===== config.mk =====
export PLATFORM = sky130hd
export DESIGN_NAME = rf_scoreboard
export DESIGN_NICKNAME = d
export VERILOG_FILES = /design/src/rtl/rf_scoreboard.sv
export SDC_FILE = /design/constraint.sdc
export NUM_CORES = 1
export LEC_CHECK = 0
export CORE_MARGIN = 1
export CORE_UTILIZATION = 50
export CTS_CLUSTER_SIZE = 20
export DETAILED_ROUTE_END_ITERATION = 8
export HOLD_SLACK_MARGIN = 0.12
export PLACE_DENSITY_LB_ADDON = 0.08
export RECOVER_POWER = 50
export SYNTH_ARGS = -nofsm -noshare
export SYNTH_HDL_FRONTEND = slang
export SYNTH_SLANG_ARGS = --single-unit

===== constraint.sdc =====
create_clock -name clk -period 3.49 [get_ports clk]
set_input_delay 0.698 -clock clk [delete_from_list [all_inputs] [get_ports clk]]
set_output_delay 0.698 -clock clk [all_outputs]
set_load 0.005 [all_outputs]

===== src/rtl/rf_scoreboard.sv =====
// rf_scoreboard: register file with per-register busy scoreboard and write-back bypass.
// Address REG_AMT selects the immediate on reads and means "no register" for destinations.
module rf_scoreboard #(
   parameter int DATA_WIDTH = 8,
   parameter int REG_AMT    = 4,
   parameter int RD_PORTS   = 2,
   parameter int AW         = $clog2(REG_AMT + 1)
) (
   input  logic                           clk,
   input  logic                           rst,
   input  logic                           iss_vld,
   input  logic [RD_PORTS*AW-1:0]         iss_src,
   input  logic [AW-1:0]                  iss_dst,
   input  logic [DATA_WIDTH-1:0]          iss_imm,
   output logic                           iss_rdy,
   output logic [RD_PORTS*DATA_WIDTH-1:0] rd_data,
   input  logic                           wb_vld,
   input  logic [AW-1:0]                  wb_dst,
   input  logic [DATA_WIDTH-1:0]          wb_data,
   output logic [REG_AMT-1:0]             busy,
   output logic [$clog2(REG_AMT+1)-1:0]   pending
);
   localparam int PW = $clog2(REG_AMT + 1);
   localparam logic [AW-1:0] IMM = AW'(REG_AMT);
   logic [DATA_WIDTH-1:0] regs [REG_AMT];
   logic [REG_AMT-1:0] set_v, clr_v, busy_nxt;
   logic [RD_PORTS-1:0] src_haz;
   logic dst_haz;
   logic [PW-1:0] pending_nxt;
   // Address decode by loop keeps out-of-range addresses (IMM and above) harmless.
   always_comb begin
      clr_v = '0;
      set_v = '0;
      src_haz = '0;
      dst_haz = 1'b0;
      rd_data = '0;
      pending_nxt = '0;
      for (int i = 0; i < REG_AMT; i++) begin
         clr_v[i] = wb_vld && wb_dst == AW'(i);
         if (iss_dst == AW'(i)) dst_haz = busy[i] && !clr_v[i];
      end
      for (int p = 0; p < RD_PORTS; p++) begin
         if (iss_src[p*AW +: AW] == IMM) rd_data[p*DATA_WIDTH +: DATA_WIDTH] = iss_imm;
         for (int i = 0; i < REG_AMT; i++) begin
            if (iss_src[p*AW +: AW] == AW'(i)) begin
               rd_data[p*DATA_WIDTH +: DATA_WIDTH] = clr_v[i] ? wb_data : regs[i];
               src_haz[p] = busy[i] && !clr_v[i];
            end
         end
      end
      iss_rdy = iss_vld && !dst_haz && ~|src_haz;
      for (int i = 0; i < REG_AMT; i++) set_v[i] = iss_rdy && iss_dst == AW'(i);
      busy_nxt = (busy & ~clr_v) | set_v;
      for (int i = 0; i < REG_AMT; i++) pending_nxt = pending_nxt + PW'(busy_nxt[i]);
   end
   always_ff @(posedge clk or posedge rst) begin
      if (rst) begin
         busy <= '0;
         pending <= '0;
         for (int i = 0; i < REG_AMT; i++) regs[i] <= '0;
      end else begin
         busy <= busy_nxt;
         pending <= pending_nxt;
         for (int i = 0; i < REG_AMT; i++) if (clr_v[i]) regs[i] <= wb_data;
      end
   end
endmodule


# [Word-level counts from Yosys, hierarchy flattened]
# Index checks and enable logic that the tools add are counted.
[totals] out_inout_bits=24 in_bits=32 register_bits=39 wordCells=77
[classes] n_mux=26 bitwise_logic=3 n_reduce_logical=25 add_sub_neg=3 n_eq_ne=14
[op_table] cell="2-to-1 mux 8 bit" count=14
[op_table] cell="equality test 3 x 2 -> 1 bit (second input constant)" count=8
[op_table] cell="logical AND 1 bit" count=14
[op_table] cell="equality test 3 x 1 -> 1 bit (second input constant)" count=4
[op_table] cell="logical NOT 3 bit" count=4
[op_table] cell="2-to-1 mux 1 bit" count=12
[op_table] cell="equality test 3 bit (second input constant)" count=2
[op_table] cell="logical NOT 1 bit" count=6
[op_table] cell="bitwise AND 4 bit" count=1
[op_table] cell="NOT 4 bit" count=1
[op_table] cell="OR 4 bit" count=1
[op_table] cell="adder 2 x 1 -> 3 bit" count=1
[op_table] cell="adder 3 x 1 -> 3 bit" count=1
[op_table] cell="adder 1 x 1 -> 2 bit" count=1
[op_table] cell="OR reduction 2 bit" count=1

# [Longest topological paths before layout]
[depth] depth_word=16 mapped_depth=9 ltp_nobuf=8

# [Least setup slack after synthesis]
# Ideal clock, no wire load.
[synth_timing] kind="in2reg" start="input port iss_src[0]" end="register pending[1]" setup_ns=0.126 path_buffers=1 t_arrival_ns=2.969 required_ns=3.364 stages=9 slack_ns=0.395 cell_sequence="buf_2 > nand3b_1 > o211a_2 > o221ai_2 > or4_4 > o21ai_1 > fa_1 > ha_1 > ha_1"
[synth_via] elab_chain_len=13
[synth_lines] element="start, declared" line_no="12" text="input logic [RD_PORTS*AW-1:0] iss_src,"
[synth_lines] element="logical NOT 3 bit" line_no="45" text="if (iss_src[p*AW +: AW] == AW'(i)) begin"
[synth_lines] element="2-to-1 mux 1 bit (3 in series)" line_no="45"
[synth_lines] element="2-to-1 mux 1 bit *" line_no="45"
[synth_lines] element="OR reduction 2 bit *" line_no="51" text="iss_rdy = iss_vld && !dst_haz && ~|src_haz;"
[synth_lines] element="logical NOT 1 bit *" line_no="51"
[synth_lines] element="logical AND 1 bit *" line_no="51"
[synth_lines] element="logical AND 1 bit *" line_no="52" text="for (int i = 0; i < REG_AMT; i++) set_v[i] = iss_rdy && iss_dst == AW'(i);"
[synth_lines] element="OR 4 bit *" line_no="53" text="busy_nxt = (busy & ~clr_v) | set_v;"
[synth_lines] element="via busy_nxt[1]" line_no="26" text="logic [REG_AMT-1:0] set_v, clr_v, busy_nxt;"
[synth_lines] element="adder 1 x 1 -> 2 bit *" line_no="54" text="for (int i = 0; i < REG_AMT; i++) pending_nxt = pending_nxt + PW'(busy_nxt[i]);"
[synth_lines] element="adder 2 x 1 -> 3 bit *" line_no="54"
[synth_lines] element="adder 3 x 1 -> 3 bit *" line_no="54"
[synth_lines] element="via pending_nxt[1]" line_no="29" text="logic [PW-1:0] pending_nxt;"
[synth_lines] element="end signal, assigned" line_no="63" text="pending <= pending_nxt;"
[synth_lines] element="end, declared" line_no="21" text="output logic [$clog2(REG_AMT+1)-1:0] pending"
# Mark *: on every way through the listed nets, which the timed path passes. The rest lies on a longest branch.

# [Worst setup path after layout]
[layout_timing] start="input port wb_dst[2]" end="output port rd_data[8]"
[layout_via] elab_chain_len=7
[layout_lines] element="start, declared" line_no="18" text="input logic [AW-1:0] wb_dst,"
[layout_lines] element="logical NOT 3 bit" line_no="39" text="clr_v[i] = wb_vld && wb_dst == AW'(i);"
[layout_lines] element="logical AND 1 bit" line_no="39"
[layout_lines] element="2-to-1 mux 8 bit"
[layout_lines] element="2-to-1 mux 8 bit (3 in series)" line_no="45"
[layout_lines] element="2-to-1 mux 8 bit *" line_no="45"
[layout_lines] element="end, declared" line_no="16" text="output logic [RD_PORTS*DATA_WIDTH-1:0] rd_data,"
# Every way passes the cells marked *; elsewhere a longest branch is shown, timed or not.

==> impl_summary.txt <==
----------------------------------------------------
[Global route]
  Number of global-route vias before repair ... 2210
  Routing usage on met1 ... 42.0%
  Peak-usage layer in the global routing report ... met2
  GR Layer Usage met2 ... 42.9%
  Pin count of the biggest net entering global routing ... 25
  GR met3 Demand/Resource ... 4.84%
  Global-route wire length before repair ... roughly 11 mm
  Number of antenna violations at the first check in global routing ... 0
  Aggregate global routing overflow ... 0
  All-Layer GR Usage ... 28.4%

[Logic synthesis]
  Synthesized area per cell ... 10.2 um2
  Yosys warnings ... 0
  Library cells used by synthesis ... 37
  Number of nets in the synthesized netlist ... around 270
  Netlist Area Pre-Place ... 2370 um2
  Proportion of synthesized chip area in sequential cells ... 41.2%
  Instance count of the mapped netlist ... about 230
  Number of storage elements in the synthesis netlist ... 39
  Share of async-settable or async-resettable flops after synthesis ... 100%
  Leading register cell type out of synthesis ... dfrtp_1
  EDFF count, synth ... 0

[Timing]
  Max-slew violation total from the final report ... 0
  Max-slew headroom at the worst pin ... 8.08%
  Setup Viol. Count Final ... 0
  Part of the cycle the worst path needs ... a little under 100%
  Setup repair after global routing missed its margin ... true
  Peak Freq ... 0.293 GHz
  Final Hold Vio Count ... 0
  Slew at the pin closest to its max-slew limit ... between 1000 and 1500 ps
  Time the final worst path needs with I/O delays and setup ... approximately 3400 ps
  Setup Skew ... 1.17 ps

[Worst setup path]
  Critical Path Start Type ... input port
  Critical path type ... input port to primary output
  Slowest stage cell on the critical path ... clkdlybuf4s50_1
  Arrival time of data at the critical path endpoint ... 2720 ps
  Worst r2r src ... busy[0]
  Source of the critical timing path ... wb_dst[2]
  Delay of the slowest cell on the worst path ... 440 ps
  Crit-path cells ... dlygate4sd2_1, nor4b_2, buf_4, buf_12, mux2_2, a22oi_2, o22ai_1, o21a_1, clkdlybuf4s50_1
  Required time reported for the critical path endpoint ... 2790 ps
  Maximum fanout along the worst path ... 4
  Kind of end point of the critical path ... primary output

[Clock tree]
  Clock tree from TritonCTS ... done
  Clk pin slew, worst setup/hold paths ... ~70 ps
  Number of CTS-inserted buffers ... 5
  Clock Tree Buf Depth ... 2
  Post-cts hold buffer count ... 0
  CTS Sinks ... 39
  Level count of the clock H-tree ... 2
  Buffer cell driving the clock tree root ... clkbuf_8
  Later-pin clock latency in the skew report ... around 290 ps

[Floorplan]
  Initial cell density of the core ... 53.2%
  Row count ... 24
  Horizontal extent of the die ... between 70 and 80 um
  Die area ... 5010 um2
  Core area ... 4440 um2
  Chip Height ... between 70 and 80 um
  Top Ports ... 56

[Detailed routing]
  Remaining routing DRC violations ... 0
  Via count ... between 2000 and 2500
  Drt wl/cell ... roughly 18 um
  DR pass1 iterations ... 7
  Iter 0 DRT Violations ... 274
  Detailed-route vias per instance ... a little over 6
  Total wirelength of the detailed-routed design ... approximately 6.7 mm
  Number of nets with antenna violations after detailed routing ... 0

[Outcome]
  Run status ... finished, final reports clean

[Layout]
  Non-filler cells, final ... 374
  Fraction of layout cells with a size suffix above 1 ... 24.2%
  Synth-to-layout area growth ... 43.5%
  Number of antenna cells inserted ... 0
  Final non-filler cell area ... roughly 3400 um2
  Final net count ... 357

[Min path]
  Hold/Removal Path Class ... register to register
  Hold_sp ... regs[11]

[Power]
  Cell leakage power ... ~0.0016 uW
  Maximum vdd drop ... 237 uV
  Power per unit of standard cell area ... roughly 440 nW/um2

[Place]
  HPWL after detailed placement ... 4.78 mm
  Dpl cells ... 366
  Final Wtd Congestion ... 0.940
  Area after DPL ... 3260 um2
  Number of port buffers ... 55

[Run]
  Number of max-cap violations ... 0

----------------------------------------------------
## layout by cell type, fill, tap and decap left out, types with 3 or more instances in the layout
| cell type | count |
|---|---|
| inv_1 | 20 |
| clkdlybuf4s50_1 | 45 |
| clkbuf_4 | 3 |
| mux2_1 | 5 |
| buf_4 | 38 |
| dlygate4sd2_1 | 6 |
| nor2b_1 | 4 |
| o21ai_0 | 11 |
| nor2_1 | 3 |
| dlymetal6s2s_1 | 3 |
| a22oi_2 | 6 |
| a21oi_1 | 11 |
| nand2b_1 | 5 |
| mux2_2 | 11 |
| clkbuf_8 | 6 |
| o21a_1 | 8 |
| dfrtp_1 | 39 |
| o2bb2ai_1 | 7 |
| o21ai_1 | 14 |
| nand2_1 | 5 |
| o22ai_1 | 9 |
| mux2i_1 | 23 |
| a22oi_1 | 9 |
## cell usage after synthesis (3+ instances only)
master	count	area (um2)
o2bb2ai_1	7	61.3
inv_1	20	75.1
o21a_1	8	60.1
nor2b_1	4	25.0
mux2_2	18	203
dfrtp_1	39	976
o21ai_1	10	50.1
o21ai_0	15	75.1
a21oi_1	11	55.1
mux2i_1	23	230
buf_4	4	30.0
nand2_1	5	18.8
a22oi_1	15	113
clkbuf_1	7	26.3
buf_2	4	20.0
o22ai_1	9	56.3
nand2b_1	5	31.3
nor2_1	3	11.3
## final timing paths
kind	endpoint	slack [ps]	depth (start not counted)
worst max-delay path	rd_data[8]	70	9
worst min-delay path	regs[11]	510	2
worst max register to register	pending[1]	940	8
worst min register to register	regs[11]	510	2
max in group asynchronous	regs[31]	910	3
min in group asynchronous	regs[10]	910	2
## critical path: cells and delay by family
family,cells,cell delay [ps]
AO/OA/AOI/OAI,3,390
buffers and inverters,4,1010
multiplexers,1,350
AND/OR/NAND/NOR,1,270
## cells by family after synthesis
kind of cell	share of synthesized area, %
AOI/OAI and AO/OA	23.3
muxes	18.3
DFF	41.2
buffers and inverters	6.72
and+or+nand+nor	8.51
adders and majority gates	1.90
## stage by stage
stage / setup TNS, ps / utilization, % / hold slack [ps] / setup slack [ps] / power, uW
3_3_place_gp: -1880 / 73.4 / 483 / -143 / 1160
5_1_grt: -44.1 / 76.4 / 530 / -21.4 / 1570
4_1_cts: 0 / 75.7 / 511 / 56.9 / 1490
2_1_floorplan: 0 / - / 460 / 395 / 884
3_5_place_dp: -2370 / 73.4 / 492 / -215 / 1180
6_report: 0 / 76.4 / 509 / 73.9 / 1490
## metal layers
| layer | up-vias | share of wire (%) |
|---|---|---|
| met3 | 14 | 8.9 |
| li1 | 1028 | - |
| met4 | 0 | 1.7 |
| met1 | 1087 | 44 |
| met2 | 128 | 45 |
| met5 | - | 0 |
## sequential cells by signal, indices dropped and copies added, names as in the netlist
register / cells
regs: 32
busy: 4
pending: 3
## area by class of cell
cell class | instances | area (um2)
multi-input combinational | 155 | 1270
fill | 340 | 1050
sequential | 39 | 976
timing repair buffer | 101 | 917
clock buffer | 6 | 82.6
inverter | 20 | 75.1
tap | 52 | 65.1
clock inverter | 1 | 5.00
## power by group
group	total, uW	leakage [uW]	internal (uW)	switching, uW
Combinational	578	0.00104	321	256
Clock	312	0.0000470	155	157
Sequential	596	0.000470	560	36.4
## repair_timing
| action | in CTS | in global routing |
|---|---|---|
| pin swaps | 1 | 1 |
| setup buffers | 1 | 0 |
| resized for setup | 11 | 14 |
| endpoints found under the setup margin | 17 | 13 |
Note: power is estimated with default switching activity, not from simulation.
